==> src/rtl/terrain_probe_scheduler_if.sv <==
// Single shared map-memory read port: the scheduler drives address/enable,
// the map returns a 2-bit terrain code a fixed number of cycles later.
interface terrain_probe_scheduler_if;
  logic [15:0] map_addr;
  logic        map_en;
  logic [1:0]  map_data;

  modport master (output map_addr, output map_en, input map_data);
  modport slave  (input map_addr, input map_en, output map_data);
endinterface

==> src/rtl/terrain_probe_scheduler.sv <==
// Sweeps five terrain probes (center, +x, +y, -x, -y) around a ball position
// through one pipelined map-memory port and publishes all five codes at once.
module terrain_probe_scheduler #(
  parameter int          WIDTH        = 160,
  parameter int          HEIGHT       = 90,
  parameter logic [15:0] PROBE_OFFSET = 16'h0080,
  parameter int          READ_LATENCY = 2
) (
  input  logic                             clk_in,
  input  logic                             rst_in_n,
  input  logic                             start,
  input  logic [15:0]                      ball_position_x,
  input  logic [15:0]                      ball_position_y,
  terrain_probe_scheduler_if.master        map,
  output logic [1:0]                       terrain_center,
  output logic [1:0]                       terrain_xplus,
  output logic [1:0]                       terrain_yplus,
  output logic [1:0]                       terrain_xminus,
  output logic [1:0]                       terrain_yminus,
  output logic                             busy,
  output logic                             done
);

  typedef enum logic [1:0] {IDLE, ISSUE, DRAIN, DONE} state_t;

  localparam logic [3:0] LAST_ISSUE = 4'd4;
  localparam logic [3:0] LAST_DRAIN = 4'(4 + READ_LATENCY);

  state_t          state, state_next;
  logic [3:0]      cyc;
  logic [15:0]     pos_x, pos_y;
  logic [4:0]      probe_oor_q;
  logic [4:0][1:0] stage, stage_next, result;
  logic [8:0]      probe_x_hi, probe_y_hi;
  logic            probe_oor;
  logic [15:0]     probe_addr;

  // State register
  always_ff @(posedge clk_in or negedge rst_in_n) begin
    if (!rst_in_n) state <= IDLE;
    else           state <= state_next;
  end

  always_comb begin
    // NOTE: default assignment first so no path through this block infers a latch.
    state_next = state;
    case (state)
      IDLE:    if (start) state_next = ISSUE;
      ISSUE:   if (cyc == LAST_ISSUE) state_next = DRAIN;
      DRAIN:   if (cyc == LAST_DRAIN) state_next = DONE;
      DONE:    state_next = IDLE;
      default: state_next = IDLE;
    endcase
  end

  always_comb begin
    busy         = (state != IDLE);
    done         = (state == DONE);
    map.map_en   = 1'b0;
    map.map_addr = '0;
    if (state == ISSUE && !probe_oor) begin
      map.map_en   = 1'b1;
      map.map_addr = probe_addr;
    end
  end

  // Pixel coordinate of the probe issued this cycle; bit 8 is the 17-bit carry/borrow.
  always_comb begin
    probe_x_hi = {1'b0, pos_x[15:8]};
    probe_y_hi = {1'b0, pos_y[15:8]};
    case (cyc)
      4'd1:    probe_x_hi = 9'(({1'b0, pos_x} + {1'b0, PROBE_OFFSET}) >> 8);
      4'd2:    probe_y_hi = 9'(({1'b0, pos_y} + {1'b0, PROBE_OFFSET}) >> 8);
      4'd3:    probe_x_hi = 9'(({1'b0, pos_x} - {1'b0, PROBE_OFFSET}) >> 8);
      4'd4:    probe_y_hi = 9'(({1'b0, pos_y} - {1'b0, PROBE_OFFSET}) >> 8);
      default: ;
    endcase
    probe_oor  = probe_x_hi[8] | probe_y_hi[8]
               | (32'(probe_x_hi[7:0]) >= WIDTH)
               | (32'(probe_y_hi[7:0]) >= HEIGHT);
    probe_addr = 16'(probe_x_hi[7:0]) + 16'(WIDTH) * 16'(probe_y_hi[7:0]);
  end

  // Probe k's data arrives READ_LATENCY cycles after its issue cycle.
  always_comb begin
    stage_next = stage;
    for (int k = 0; k < 5; k++) begin
      if ((state == ISSUE || state == DRAIN) && cyc == 4'(k + READ_LATENCY))
        stage_next[k] = probe_oor_q[k] ? 2'd1 : map.map_data;
    end
  end

  always_ff @(posedge clk_in or negedge rst_in_n) begin
    if (!rst_in_n) begin
      // NOTE: staging and result registers are a handful of flops, so they are
      // reset explicitly; a reset-mid-sweep must leave every code reading 0.
      pos_x       <= '0;
      pos_y       <= '0;
      cyc         <= '0;
      probe_oor_q <= '0;
      stage       <= '0;
      result      <= '0;
    end else begin
      // NOTE: non-blocking throughout so every register samples pre-edge values.
      if (state == IDLE && start) begin
        pos_x <= ball_position_x;
        pos_y <= ball_position_y;
      end
      cyc   <= (state == ISSUE || state == DRAIN) ? cyc + 4'd1 : 4'd0;
      stage <= stage_next;
      for (int k = 0; k < 5; k++) begin
        if (state == ISSUE && cyc == 4'(k)) probe_oor_q[k] <= probe_oor;
      end
      if (state == DRAIN && cyc == LAST_DRAIN) result <= stage_next;
    end
  end

  assign terrain_center = result[0];
  assign terrain_xplus  = result[1];
  assign terrain_yplus  = result[2];
  assign terrain_xminus = result[3];
  assign terrain_yminus = result[4];

endmodule

==> src/flat_wrapper.sv <==
// flat-port wrapper written by rule: the top's interface ports become plain ports
module terrain_probe_scheduler_flat 
#(
  parameter int          WIDTH        = 160,
  parameter int          HEIGHT       = 90,
  parameter logic [15:0] PROBE_OFFSET = 16'h0080,
  parameter int          READ_LATENCY = 2
)
  (clk_in, rst_in_n, start, ball_position_x, ball_position_y, terrain_center, terrain_xplus, terrain_yplus, terrain_xminus, terrain_yminus, busy, done, map_map_addr, map_map_en, map_map_data);
  terrain_probe_scheduler_if map_i ();
  input  logic clk_in;
  input  logic rst_in_n;
  input  logic start;
  input  logic [15:0] ball_position_x;
  input  logic [15:0] ball_position_y;
  output logic [1:0] terrain_center;
  output logic [1:0] terrain_xplus;
  output logic [1:0] terrain_yplus;
  output logic [1:0] terrain_xminus;
  output logic [1:0] terrain_yminus;
  output logic busy;
  output logic done;
  output wire logic [$bits(map_i.map_addr)-1:0] map_map_addr;
  output wire logic [$bits(map_i.map_en)-1:0] map_map_en;
  input wire logic [$bits(map_i.map_data)-1:0] map_map_data;
  assign map_map_addr = map_i.map_addr;
  assign map_map_en = map_i.map_en;
  assign map_i.map_data = map_map_data;
  terrain_probe_scheduler #(.WIDTH(WIDTH), .HEIGHT(HEIGHT), .PROBE_OFFSET(PROBE_OFFSET), .READ_LATENCY(READ_LATENCY)) u_core (.clk_in(clk_in), .rst_in_n(rst_in_n), .start(start), .ball_position_x(ball_position_x), .ball_position_y(ball_position_y), .map(map_i), .terrain_center(terrain_center), .terrain_xplus(terrain_xplus), .terrain_yplus(terrain_yplus), .terrain_xminus(terrain_xminus), .terrain_yminus(terrain_yminus), .busy(busy), .done(done));
endmodule
==> config.mk <==
export PLATFORM = sky130hd
export DESIGN_NAME = terrain_probe_scheduler_flat
export DESIGN_NICKNAME = d
export VERILOG_FILES = /design/src/rtl/terrain_probe_scheduler_if.sv /design/src/rtl/terrain_probe_scheduler.sv /design/src/flat_wrapper.sv
export SDC_FILE = /design/constraint.sdc
export NUM_CORES = 1
export LEC_CHECK = 0
export BUFFER_PORTS_ARGS = -buffer_cell sky130_fd_sc_hd__buf_2
export CAP_MARGIN = 10
export CORE_MARGIN = 2
export CORE_UTILIZATION = 35
export DETAILED_ROUTE_END_ITERATION = 6
export PLACE_DENSITY_LB_ADDON = 0.1
export SLEW_MARGIN = 20
export SYNTH_ARGS = -nofsm -noshare
export SYNTH_HDL_FRONTEND = slang
export SYNTH_SLANG_ARGS = --single-unit
==> constraint.sdc <==
create_clock -name clk_in -period 11.54 [get_ports clk_in]
set_clock_uncertainty 0.2 [all_clocks]
set_input_delay 0 -clock clk_in [delete_from_list [all_inputs] [get_ports clk_in]]
set_output_delay 0 -clock clk_in [all_outputs]
set_load 0.01 [all_outputs]
Word level (Yosys, flattened, before mapping)
Cells that the tools add are included.

storage, ports and cells
  output and inout bits = 29
  register bits = 63
  input bits = 37

cells by class
  reduce and logical (&&, ||, !) cells = 19
  $mul = 1
  add/subtract/negate cells = 6
  order comparisons = 2
  muxes and demuxes = 19
  eq/ne operators = 12
  bitwise operators = 3

operators by type and width
  cell                                                                    count
  9-bit one-hot mux with 2 select lines                                   2
  16-bit by 8-bit adder with 17-bit output (second input constant)        2
  16-bit by 8-bit subtractor with 17-bit output (second input constant)   2
  2-bit 2-to-1 mux                                                        13
  8-bit by 16-bit adder with 16-bit output                                1
  16-bit 2-to-1 mux                                                       1
  1-bit logical AND                                                       13
  4-bit by 3-bit equality test with 1-bit output (second input constant)  3
  3-bit by 8-bit multiplier with 11-bit output (first input constant)     1
  4-bit by 2-bit equality test with 1-bit output (second input constant)  2
  8-bit by 7-bit >= comparator with 1-bit output (second input constant)  1
  8-bit >= comparator (second input constant)                             1
  2-bit one-hot mux with 4 select lines                                   1
  2-bit != test (second input constant)                                   3
  4-bit by 1-bit adder with 4-bit output (second input constant)          1
  2-bit equality test (second input constant)                             2
  4-bit by 1-bit equality test with 1-bit output (second input constant)  1
  4-bit logical NOT                                                       1
  4-bit 2-to-1 mux                                                        1
  1-bit bitwise OR                                                        3
  3-bit AND reduction                                                     1
  2-bit by 1-bit equality test with 1-bit output (second input constant)  1
  2-bit logical NOT                                                       1
  2-bit nonzero test                                                      1
  3 further kinds                                                         3

Depth between registers and ports, before layout
  depth after elaboration = 8
  gate-level depth with buffers = 20

Worst setup path before layout
OpenSTA, ideal clock, no wires.

  kind = flip-flop to output port
  start = register u_core.cyc[0]
  end = output port map_map_addr[15]
  stages on the path, launching flop included = 20
  setup slack = 6715 ps
  arrival time = 4625 ps
  buffers on the path = 0
  required time = 11340 ps
  cells stage by stage = dfrtp_1 -> inv_1 -> ha_1 -> nand3b_2 -> xnor2_1 -> ha_1 -> or4_1 -> nor2_1 -> a41o_1 -> xor2_1 -> ha_1 -> ha_1 -> fa_1 -> a21o_1 -> a21oi_1 -> xnor2_1 -> nor3_1 -> nand3_1 -> and4b_1 -> nor4b_1

on the way
  longest elaborated chain between the ends = 8
  elaborated cells between the ends (all ways) = 16
  those cells by class = 1 x add/sub; 1 x mul; 2 x order compare; 4 x eq/ne; 3 x mux; 3 x bitwise; 2 x reduce/logical

RTL lines
  item                                                                                              RTL line                        RTL
  start: declaration                                                                                terrain_probe_scheduler.sv:30   logic [3:0] cyc;
  start signal: assignment                                                                          terrain_probe_scheduler.sv:109  cyc <= (state == ISSUE || state == DRAIN) ? cyc + 4'd1 : 4'd0;
  parallel branches: the longest is 7 deep, another holds 8-bit by 16-bit adder with 16-bit output  --
  16-bit 2-to-1 mux *                                                                               terrain_probe_scheduler.sv:61   if (state == ISSUE && !probe_oor) begin
  end: declaration                                                                                  flat_wrapper.sv:23              output wire logic [$bits(map_i.map_addr)-1:0] map_map_addr;

Every way passes the cells marked *.

Worst setup path after layout
Ends and elaborated chain as after synthesis.

==> key figures <==
Worst setup path
  – CP Max Fanout: 8
  – Reg2reg start: u_core.cyc[0]
  – CP Class: flop to output port
  – CP endpoint kind: output port
  – R2R depth: 12
  – Worst path cell trace: inv_1 > ha_1 > nand3b_2 > xnor2_1 > ha_1 > or4_1 > nor2_1 > a41o_1 > xor2_1 > ha_1 > ha_1 > fa_1 > a21o_1 > a21oi_1 > xnor2_1 > nor3_1 > nand3_1 > and4b_1 > nor4b_1 > buf_2
  – Reg2Reg Setup Slack: between 7000 and 8000 ps
  – CP most frequent cell: ha_1
  – Max stage delay on crit path: 440 ps
  – Startpoint Class: flop
  – RR Endpoint: u_core.probe_oor_q[0]
  – Required time of the critical path: ~11000 ps
  – Slowest CP cell: dfrtp_1
  – Buffers and inverters on the worst path: 2
  – Instance count on the critical path: 20
  – Crit path max-delay family: simple AND/OR/NAND/NOR gates
  – Arr. time, crit path: 5550 ps

Cells and area
  – Final Cell Area: 0.00452 mm²
  – Most common cell after layout, fill and taps aside: buf_2
  – Area Growth Syn to Fin: 18.1%
  – Most frequent cells in the layout: 51 x buf_2, 49 x dfrtp_1, 30 x mux2_2, 30 x ha_1, 26 x nand2_1
  – Final Util: 0.421
  – ANT cells: 0
  – Share of post-route cells with drive strength above 1: 0.261
  – Number of nets in the layout: 528

CTS
  – Setup Buffers After CTS: 0
  – Clock root buffer: clkbuf_8
  – CTS Buf Count: 5
  – Worst-path clk slew: 110 ps
  – CTS tree: done
  – Clock Latency Late Sink: 310 ps
  – H-tree Lvls: 2
  – Hold-fix buffers at CTS: 22
  – Clk sink count: 49
  – Clk buf depth: 2
  – Post-CTS Resized: 0

GRT
  – Gr ovfl total: 0
  – Largest net degree at the start of global routing: 50
  – First-pass GRT wire length: 14100 µm
  – Antenna violations before repair: 0
  – Vias in the first global route: 3028
  – Global-route usage over all layers: 0.150

Logic synthesis
  – Synth Area in Compound Gates: 0.156
  – Cells after Synth: 389
  – Register area share after synthesis: 0.320
  – Synthesized area: roughly 0.0038 mm²
  – Post-synth EDFFs: 0
  – Syn Nets: between 400 and 500
  – Adder-Cell Fraction of Synth Area: 0.114
  – Post-synthesis xor/xnor area fraction: 0.0657
  – Async set or reset register ratio after synthesis: 1.00
  – Synthesis warning total: 0
  – Main combinational cell family by area after synthesis: simple AND/OR/NAND/NOR gates
  – Mux share of post-synthesis cell area: 0.0961
  – Avg Inst Size Synth: between 9 and 10 µm²
  – Post-Synth Simple-Gate Area: 0.211
  – Number of synthesized register bits: 49
  – Main flop type after synthesis: dfrtp_1
  – Synth cell types: 65

Placed design
  – IO buf count: 51
  – Routability cong.: 0.851
  – Post-place setup slack: 6140 ps
  – Post-DP HPWL: approximately 6200 µm
  – DP Area: 0.00420 mm²

Timing
  – Final Cycle Share: 0.498
  – RSZ-0062 raised after global routing: false
  – Pins Over Slew Limit: 0
  – Final setup viols: 0
  – Setup TNS Final: 0 ps
  – Worst Tran Pin Value: 957 ps
  – Period minus WS final: 5750 ps
  – Hold Vio Cnt, Final: 0
  – Final worst setup slack: roughly 5800 ps
  – Fmax: 174 MHz
  – Slew margin rel.: 0.362

Drt
  – TritonRoute pass-1 iters: 4
  – Drt first-iter violations: 66
  – Vias: 3019
  – Routed wire per std cell: 13.9 µm
  – Vias per cell: 5.04
  – DR DRC count: 0
  – Antenna-violating nets left: 0
  – Routed WL: 8310 µm

Flow run
  – Max-cap violations: 0

Pwr
  – P_leak: between 2 and 2.5 nW
  – Pwr dens: 307 mW/mm²
  – Maximum vdd drop: 0.157 mV
  – Pwr Total: 0.00139 W

Floorplanning
  – Die area: 0.0118 mm²
  – Core region area: 0.0107 mm²
  – Die H: ~110 µm
  – Chip Width: 109 µm
  – I/O Pins: 66
  – Initial cell density of the core: 0.356
  – Cell Rows: 38

Status
  – Outcome: complete, no violations

Min path
  – Hold Path Class: input port to async pin
==> state kept, by name, indices dropped and copies added, names as in the netlist <==
| register | count |
|---|---|
| u_core.cyc | 4 |
| u_core.pos_x | 9 |
| u_core.pos_y | 9 |
| u_core.probe_oor_q | 5 |
| u_core.stage | 10 |
| u_core.state | 2 |
| u_core.terrain_center | 2 |
| u_core.terrain_xminus | 2 |
| u_core.terrain_xplus | 2 |
| u_core.terrain_yminus | 2 |
| u_core.terrain_yplus | 2 |
==> metrics by stage <==
stage | instances | hold WS [ps]
final | 599 | 114
after global routing | 599 | 203
after CTS | 599 | 136
after detailed placement | 569 | -41.8
after global placement | 569 | -42.1
after floorplan | 389 | -496
==> layout make-up <==
type | instances | area, µm²
Fill cell | 1121 | 6220
Multi-Input combinational cell | 311 | 2460
Sequential cell | 49 | 1230
Timing Repair Buffer | 76 | 498
Tap cell | 140 | 175
Clock buffer | 5 | 68.8
Inverter | 15 | 56.3
Clock inverter | 3 | 33.8
==> tightest hold or removal path, delay by kind of cell <==
family	cells	cell delay [ps]
buffers and inverters	3	1120
==> synth_stat cells (all sizes together), types with 4 or more instances <==
cell type	number	area (µm²)
a2111oi	4	66.3
nand2	26	97.6
nor3	11	60.1
a21oi	21	105
mux2	30	338
a21o	5	37.5
and2	8	50.1
a31oi	7	43.8
nand3	12	65.1
xor2	10	87.6
buf	11	72.6
nor2b	6	37.5
dfrtp	49	1230
nor3b	13	163
nor2	26	105
o21ai	23	115
o21a	5	37.5
ha	30	375
nand2b	6	37.5
inv	15	56.3
a211oi	4	35.0
and3b	4	35.0
xnor2	17	164
==> logic make-up after synthesis <==
logic type	after synthesis
flops	49
mux	33
simple gates	131
xor+xnor	27
buf+inv	29
fa+ha+maj	33
compound gates	87
==> worst max path at each step <==
stage / from / slack (ps) / end
global placement: u_core.cyc[0] / 6220 / map_map_addr[15]
floorplan: u_core.cyc[0] / 6720 / map_map_addr[15]
finish: u_core.cyc[0] / 5790 / map_map_addr[15]
global route: u_core.cyc[0] / 5390 / map_map_addr[15]
detailed placement: u_core.cyc[0] / 6140 / map_map_addr[15]
CTS: u_core.cyc[0] / 5750 / map_map_addr[15]
==> routing by layer <==
metal,global-route usage,vias up,wire (µm)
met5,0,-,0
met3,0.0205,9,174
li1,-,1543,-
met2,0.258,35,4080
met4,0.0430,0,108
met1,0.195,1432,3950
==> where the power goes <==
part / leakage [nW] / switching (W) / internal [W]
registers: 0.547 / 0.0000765 / 0.000240
clock network: 0.0511 / 0.0000666 / 0.0000453
logic: 1.41 / 0.000534 / 0.000427
total: 2.01 / 0.000677 / 0.000712
(Power assumes the default switching activity.)
